==> src/rtl/fp32_sqrt_unpack.sv <==
// Input stage of the binary32 square-root pipeline: classifies the operand, builds the
// 48-bit radicand and delays exponent/sign/class alongside the root engine.
module fp32_sqrt_unpack #(
    parameter int unsigned SQRT_LAT = 5
) (
    input  logic        clk,
    input  logic        rst,
    input  logic        en,
    input  logic        vldin,
    input  logic [31:0] ain,
    output logic        rad_vld,
    output logic [47:0] rad,
    output logic        sb_vld,
    output logic [7:0]  sb_exp,
    output logic        sb_sign,
    output logic [1:0]  sb_class
);

    logic               sgn;
    logic [7:0]         bexp;
    logic [22:0]        frac;
    logic [23:0]        sub_mant;
    logic [4:0]         lz;
    logic [23:0]        mant;
    logic signed [9:0]  exp_unb;
    logic signed [9:0]  exp_half;
    logic [1:0]         cls;
    logic               sign_c;
    logic [7:0]         exp_c;
    logic [47:0]        rad_c;

    always_comb begin
        sgn      = ain[31];
        bexp     = ain[30:23];
        frac     = ain[22:0];
        sub_mant = {1'b0, frac};
        cls      = 2'd0;
        sign_c   = 1'b0;
        lz       = 5'd0;

        if (bexp == 8'hff && frac != 23'd0) begin
            cls = 2'd3;
        end else if (bexp == 8'h00 && frac == 23'd0) begin
            cls    = 2'd1;
            sign_c = sgn;
        end else if (sgn) begin
            cls = 2'd3;
        end else if (bexp == 8'hff) begin
            cls = 2'd2;
        end

        // Highest set bit wins since later iterations overwrite earlier ones.
        for (int i = 0; i < 24; i++) begin
            if (sub_mant[i]) lz = 5'(23 - i);
        end

        if (bexp != 8'h00) begin
            mant    = {1'b1, frac};
            exp_unb = $signed({2'b00, bexp}) - 10'sd127;
        end else begin
            mant    = sub_mant << lz;
            exp_unb = -10'sd126 - $signed({5'b00000, lz});
        end

        exp_half = (exp_unb >>> 1) + 10'sd127;
        exp_c    = exp_half[7:0];
        // Odd exponents take the extra shift so the root's exponent halves exactly.
        rad_c    = exp_unb[0] ? {mant, 24'd0} : {1'b0, mant, 23'd0};

        if (cls != 2'd0) begin
            rad_c = 48'd0;
            exp_c = 8'd0;
        end
    end

    logic        rad_vld_q;
    logic [47:0] rad_q;
    // Sideband stages: {vld, exp, sign, class}; stage 0 is the input register.
    logic [11:0] sb_q [SQRT_LAT+1];

    always_ff @(posedge clk or posedge rst) begin
        if (rst) begin
            rad_vld_q <= 1'b0;
            rad_q     <= 48'd0;
            for (int i = 0; i <= int'(SQRT_LAT); i++) sb_q[i] <= 12'd0;
        end else if (en) begin
            rad_vld_q <= vldin;
            rad_q     <= rad_c;
            sb_q[0]   <= {vldin, exp_c, sign_c, cls};
            for (int i = 1; i <= int'(SQRT_LAT); i++) sb_q[i] <= sb_q[i-1];
        end
    end

    assign rad_vld  = rad_vld_q;
    assign rad      = rad_q;
    assign sb_vld   = sb_q[SQRT_LAT][11];
    assign sb_exp   = sb_q[SQRT_LAT][10:3];
    assign sb_sign  = sb_q[SQRT_LAT][2];
    assign sb_class = sb_q[SQRT_LAT][1:0];

endmodule

==> config.mk <==
export PLATFORM = sky130hd
export DESIGN_NAME = fp32_sqrt_unpack
export DESIGN_NICKNAME = d
export VERILOG_FILES = /design/src/rtl/fp32_sqrt_unpack.sv
export SDC_FILE = /design/constraint.sdc
export NUM_CORES = 1
export LEC_CHECK = 0
export ABC_AREA = 1
export ABC_CLOCK_PERIOD_IN_PS = 4850
export BUFFER_PORTS_ARGS = -buffer_cell sky130_fd_sc_hd__buf_2
export CAP_MARGIN = 20
export CORE_MARGIN = 1.5
export CORE_UTILIZATION = 62
export CTS_CLUSTER_SIZE = 10
export DETAILED_ROUTE_END_ITERATION = 16
export HOLD_SLACK_MARGIN = 0.06
export PLACE_DENSITY = 0.9
export SYNTH_ARGS = -nofsm -noshare
export SYNTH_HDL_FRONTEND = slang
export SYNTH_SLANG_ARGS = --single-unit
export TNS_END_PERCENT = 100
==> constraint.sdc <==
create_clock -name clk -period 4.85 [get_ports clk]
set_input_delay 0.97 -clock clk [delete_from_list [all_inputs] [get_ports clk]]
set_output_delay 0.97 -clock clk [all_outputs]
set_load 0.02 [all_outputs]
; Yosys cells after proc, flatten, opt, wreduce, memory -nomap -nowiden
; Index checks and enable logic that the tools add are counted.
[word_totals]
register_bits = 121
inputBits = 36
out_inout_bits = 61
wordCells = 54
[classes]
add_sub_neg = 3
eq_ne = 1
shift = 1
mux = 34
reduce_logical = 7
[op_table]
columns = cell, count
row1 = $mux 5, 23
row2 = $mux 48, 2
row3 = $mux 24, 1
row4 = $shl 23x5->24, 1
row5 = $logic_not 23->1, 1
row6 = $reduce_bool 23->1, 1
row7 = $mux 9, 1
row8 = $sub 8x6->9 const A, 1
row9 = $sub 8x7->9 const B, 1
row10 = $add 8x8->8 const B, 1
row11 = $eq 8x8->1 const B, 1
row12 = $logic_not 8->1, 1
row13 = $mux 2, 4
row14 = $mux 8, 1
row15 = $reduce_bool 8->1, 1
row16 = $logic_and 1x1->1, 2
row17 = $mux 1, 2
row18 = $reduce_bool 2->1, 1

; Depth between registers and ports, before layout
[depth]
ltp_word = 27
mapped_depth = 36
ltp_nobuf = 35

; Least setup slack after synthesis
; No wires, ideal clock.
[synth_timing]
path_type = input to register
start = input port ain[2]
end = register sb_q[67] (netlist name)
setup_time_ps = 66
arrival_ps = 3423
required_ps = 4784
path_slack_ps = 1362
cell_stages = 34
path_cell_list = inv_2 > nand2_1 > nand2_1 > nand2_1 > nand2_1 > nand2_1 > nand2_1 > nand2_1 > nand2_1 > nand2_1 > nand2_1 > nand2_1 > nand2_1 > nand2_1 > nand2_1 > nand2_1 > nand2_1 > nand2_1 > nand2_1 > nand2_2 > nand2_4 > nand2_4 > buf_4 > ha_1 > nor2_1 > inv_1 > nand2_1 > nand2_1 > o21ai_0 > ha_1 > inv_1 > o31ai_1 > nand3_1 > nand2_1
[synth_between]
elab_chain_len = 25
elab_cells_between_ends = 32
classes_between = add/sub: 2 / mux: 25 / reduce/logical: 5
[synth_rtl]
columns = item, line_no
row1 = from (decl), 10  ; input logic [31:0] ain,
row2 = $mux 5 (21 in a row), 54  ; if (sub_mant[i]) lz = 5'(23 - i);
row3 = $sub 8x6->9, 62  ; exp_unb = -10'sd126 - $signed({5'b00000, lz});
row4 = $mux 9, 57  ; if (bexp != 8'h00) begin
row5 = $add 8x8->8, 65  ; exp_half = (exp_unb >>> 1) + 10'sd127;
row6 = $mux 8 *, 70  ; if (cls != 2'd0) begin
row7 = to (decl), 79  ; logic [11:0] sb_q [SQRT_LAT+1];
; Every way passes the cells marked *; elsewhere a longest branch is shown, timed or not.
; A chain may end at the register's enable or synchronous reset.

; Worst setup path after layout
; Same ends and word-level chain as after synthesis.

==> impl_metrics.csv <==
group,metric,value,unit
power_and_ir_drop,pwr-share-comb,0.236,
floorplanning,coreArea,0.00968,mm2
worst_setup_path,crit_path_frequent_cell,"nand2_1",
sta,rsz0062_at_grt,"false",
min_path,hold_depth,2,
power_and_ir_drop,p_switching,621,uW
finish,drive_gt1_frac,0.165,
global_routing,grt-busiest-layer,"met2",
finish,seq_area,0.00243,mm2
logic_synthesis,synthTopCellsByArea,"dfrtp_1 39%, nand2_1 17%, nand3_1 12%",
min_path,hp-start,"sb_q[50]",
sta,fmaxAchievable,246,MHz
clocking,clk_pin_slew_worst_paths,90,ps
clocking,worstSkewPairLatency,360,ps
clocking,cts_buffers,9,
worst_setup_path,rrSetupSlack,4060,ps
routing,drt_wl_total,15500,um
finish,final-instance-count-excl-fill,1041,
sta,worst_pin_slew,844,ps
logic_synthesis,synth_top_area_share,0.394,
logic_synthesis,synthFlopType,"dfrtp_1",
logic_synthesis,synth_cells,860,
placement,dpl.hpwl,11400,um
clocking,cts_root_buf,"clkbuf_8",
sta,slew_viol_final,0,
logic_synthesis,synth_area,0.00615,mm2
finish,final.fill_count,883,
logic_synthesis,synthArstFlopShare,1.00,
worst_setup_path,cp.required,5150,ps
finish,syn2layout_area_growth,7.06,%
worst_setup_path,arrival,4370,ps
logic_synthesis,synth_area_per_cell,7.16,um2
power_and_ir_drop,switching_share,0.327,
power_and_ir_drop,p_int,1280,uW
worst_setup_path,critPathKind,"input port to flip-flop",
logic_synthesis,synth_edf_count,0,
global_routing,use_met1,0.449,
worst_setup_path,worstReg2RegEnd,"rad[25]",
sta,hold_viol,0,
run,maxCapViolCount,0,
sta,finClkSkew,9.53,ps
global_routing,grt_max_degree,97,
global_routing,antenna_found_initial,0,
logic_synthesis,synth_seq_area_share,0.394,
global_routing,grt_pass1_wl,25100,um
worst_setup_path,critPathSlowestCell,"nand2_4",
global_routing,track_usage,0.310,
clocking,post_cts_buffers,0,
worst_setup_path,r2r.worst_path.cells,2,
clocking,h-tree-depth,3,
clocking,tritoncts,"done",
clocking,numClockSinks,97,
finish,multiInputGateArea,0.00301,mm2
power_and_ir_drop,p_per_area,289,mW/mm2
logic_synthesis,synth_cell_types,45,
logic_synthesis,yosys.cell_count.top_type,"nand2_1",
power_and_ir_drop,seqPwrFrac,0.494,
routing,postRouteAntennaNets,0,
min_path,min_path_type,"flip-flop to flip-flop",
logic_synthesis,yosysTopAreaCell,"dfrtp_1",
floorplanning,start_util,0.635,
clocking,postCtsHoldBufs,0,
clocking,postCtsResizedCells,0,
logic_synthesis,ys_ff_latch,97,
worst_setup_path,worstReg2RegStart,"rad[25]",
logic_synthesis,synthTopCellsByCount,"273 x nand2_1, 150 x nand3_1, 97 x dfrtp_1",
global_routing,grt_use_met2,0.485,
clocking,clockBufferDepth,2,
status,status,"complete, no violations",
min_path,holdPathEnd,"sb_q[50]",
placement,gp_congestion,1.03,
sta,finalCritPeriodShare,0.838,
global_routing,overflow,0,
sta,setup_viol,0,
sta,slew_headroom,0.437,
placement,port_buffers,73,
sta,period_minus_slack,4070,ps
power_and_ir_drop,leakage,0.00347,uW
finish,antennaDiodeCount,0,
floorplanning,die-width,103,um
floorplanning,rows,36,
routing,dr.pass1.iters,5,
global_routing,grt_pass1_vias,5026,
floorplanning,die_y,103,um
routing,avgRoutedWirePerCell,14.9,um
worst_setup_path,crit_fanout,24,
worst_setup_path,critPathCaptureType,"flip-flop",
floorplanning,io_pins,97,
sta,tns,0,ps
routing,drc,0,
routing,vias,5804,
power_and_ir_drop,irDropWorstVdd,0.166,mV
power_and_ir_drop,p_clk_frac,0.270,
worst_setup_path,crit_path_max_incr_delay,270,ps
routing,viasPerCell,5.58,
floorplanning,dieArea,0.0105,mm2
worst_setup_path,start_kind,"input port",
placement,placed_cells_incl_taps,1026,
global_routing,grtUsageMet3,0.0508,
finish,nets,944,
logic_synthesis,yosysWarnings,0,
routing,drt_iter0_markers,611,
worst max-delay path: cells and delay by family:
family	cells	cell delay [ps]
and+or+nand+nor	26	2100
AOI/OAI and AO/OA	2	360
adders and majority gates	2	530
buffers and inverters	4	380
stage by stage:
stage | total power, uW | util | instance area [um2] | setup slack [ps] | hold slack (ps)
finish | 1900 | 0.680 | 6590 | 785 | 483
global route | 2010 | 0.680 | 6590 | 411 | 506
CTS | 1900 | 0.680 | 6590 | 824 | 487
detailed placement | 1400 | 0.660 | 6390 | 445 | 465
global placement | 1390 | 0.660 | 6390 | 462 | 456
floorplan | 1300 | - | 6240 | 1350 | 442
state kept, by name, indices dropped and copies added, names as in the netlist:
signal / flops
rad: 25
sb_class: 2
sb_exp: 8
sb_vld: 1
sb_q: 59
rad_vld: 1
sb_sign: 1
how the worst max path moves through the flow:
stage                     cells past startpoint   start       end  slack, ps
after floorplan                               1     rst   rad[23]       1350
after global placement                       34  ain[2]  sb_q[67]        460
after detailed placement                     34  ain[2]  sb_q[67]        440
after CTS                                    34  ain[2]  sb_q[67]        820
after global routing                         34  ain[2]  sb_q[67]        410
final                                        34  ain[2]  sb_q[67]        780
power by group through the flow:
stage / logic (uW) / clock network [uW] / registers [uW]
floorplan: 326 / 0 / 971
global placement: 437 / 0 / 950
finish: 448 / 513 / 940
global route: 506 / 555 / 951
CTS: 445 / 518 / 939
detailed placement: 443 / 0 / 955
layout make-up:
cell class,count,area share
multi-input combinational,623,0.457
sequential,97,0.368
timing repair buffer,84,0.0680
inverter,89,0.0522
tap,133,0.0253
clock buffer,10,0.0209
clock inverter,5,0.00855
cells by family after synthesis:
kind of cell / share of synthesized area
compound gates: 0.100
buf+inv: 0.130
flops: 0.394
fa+ha+maj: 0.00813
simple gates: 0.362
xor+xnor: 0.00427
other cells: 0.000609
layout by cell type, fill, tap and decap left out, drive strengths merged:
master	n
o311ai	3
a32o	1
nand3	163
bufinv	1
dfrtp	97
inv	87
a21oi	10
nand2	280
o22ai	9
o21bai	1
o31ai	1
nor4	3
o21ai	77
nor2	26
buf	84
ha	4
conb	23
a31oi	1
xor2	3
nand3b	1
nand4	7
clkinv	5
clkinvlp	1
or2	1
nor3	5
clkbuf	10
o211ai	2
a22oi	2
routing by layer:
layer	vias up	share of wire
met5	-	0
met1	2666	0.44
met2	269	0.46
li1	2833	-
met3	36	0.073
met4	0	0.023
No activity file was read; power rests on OpenSTA's default activity.
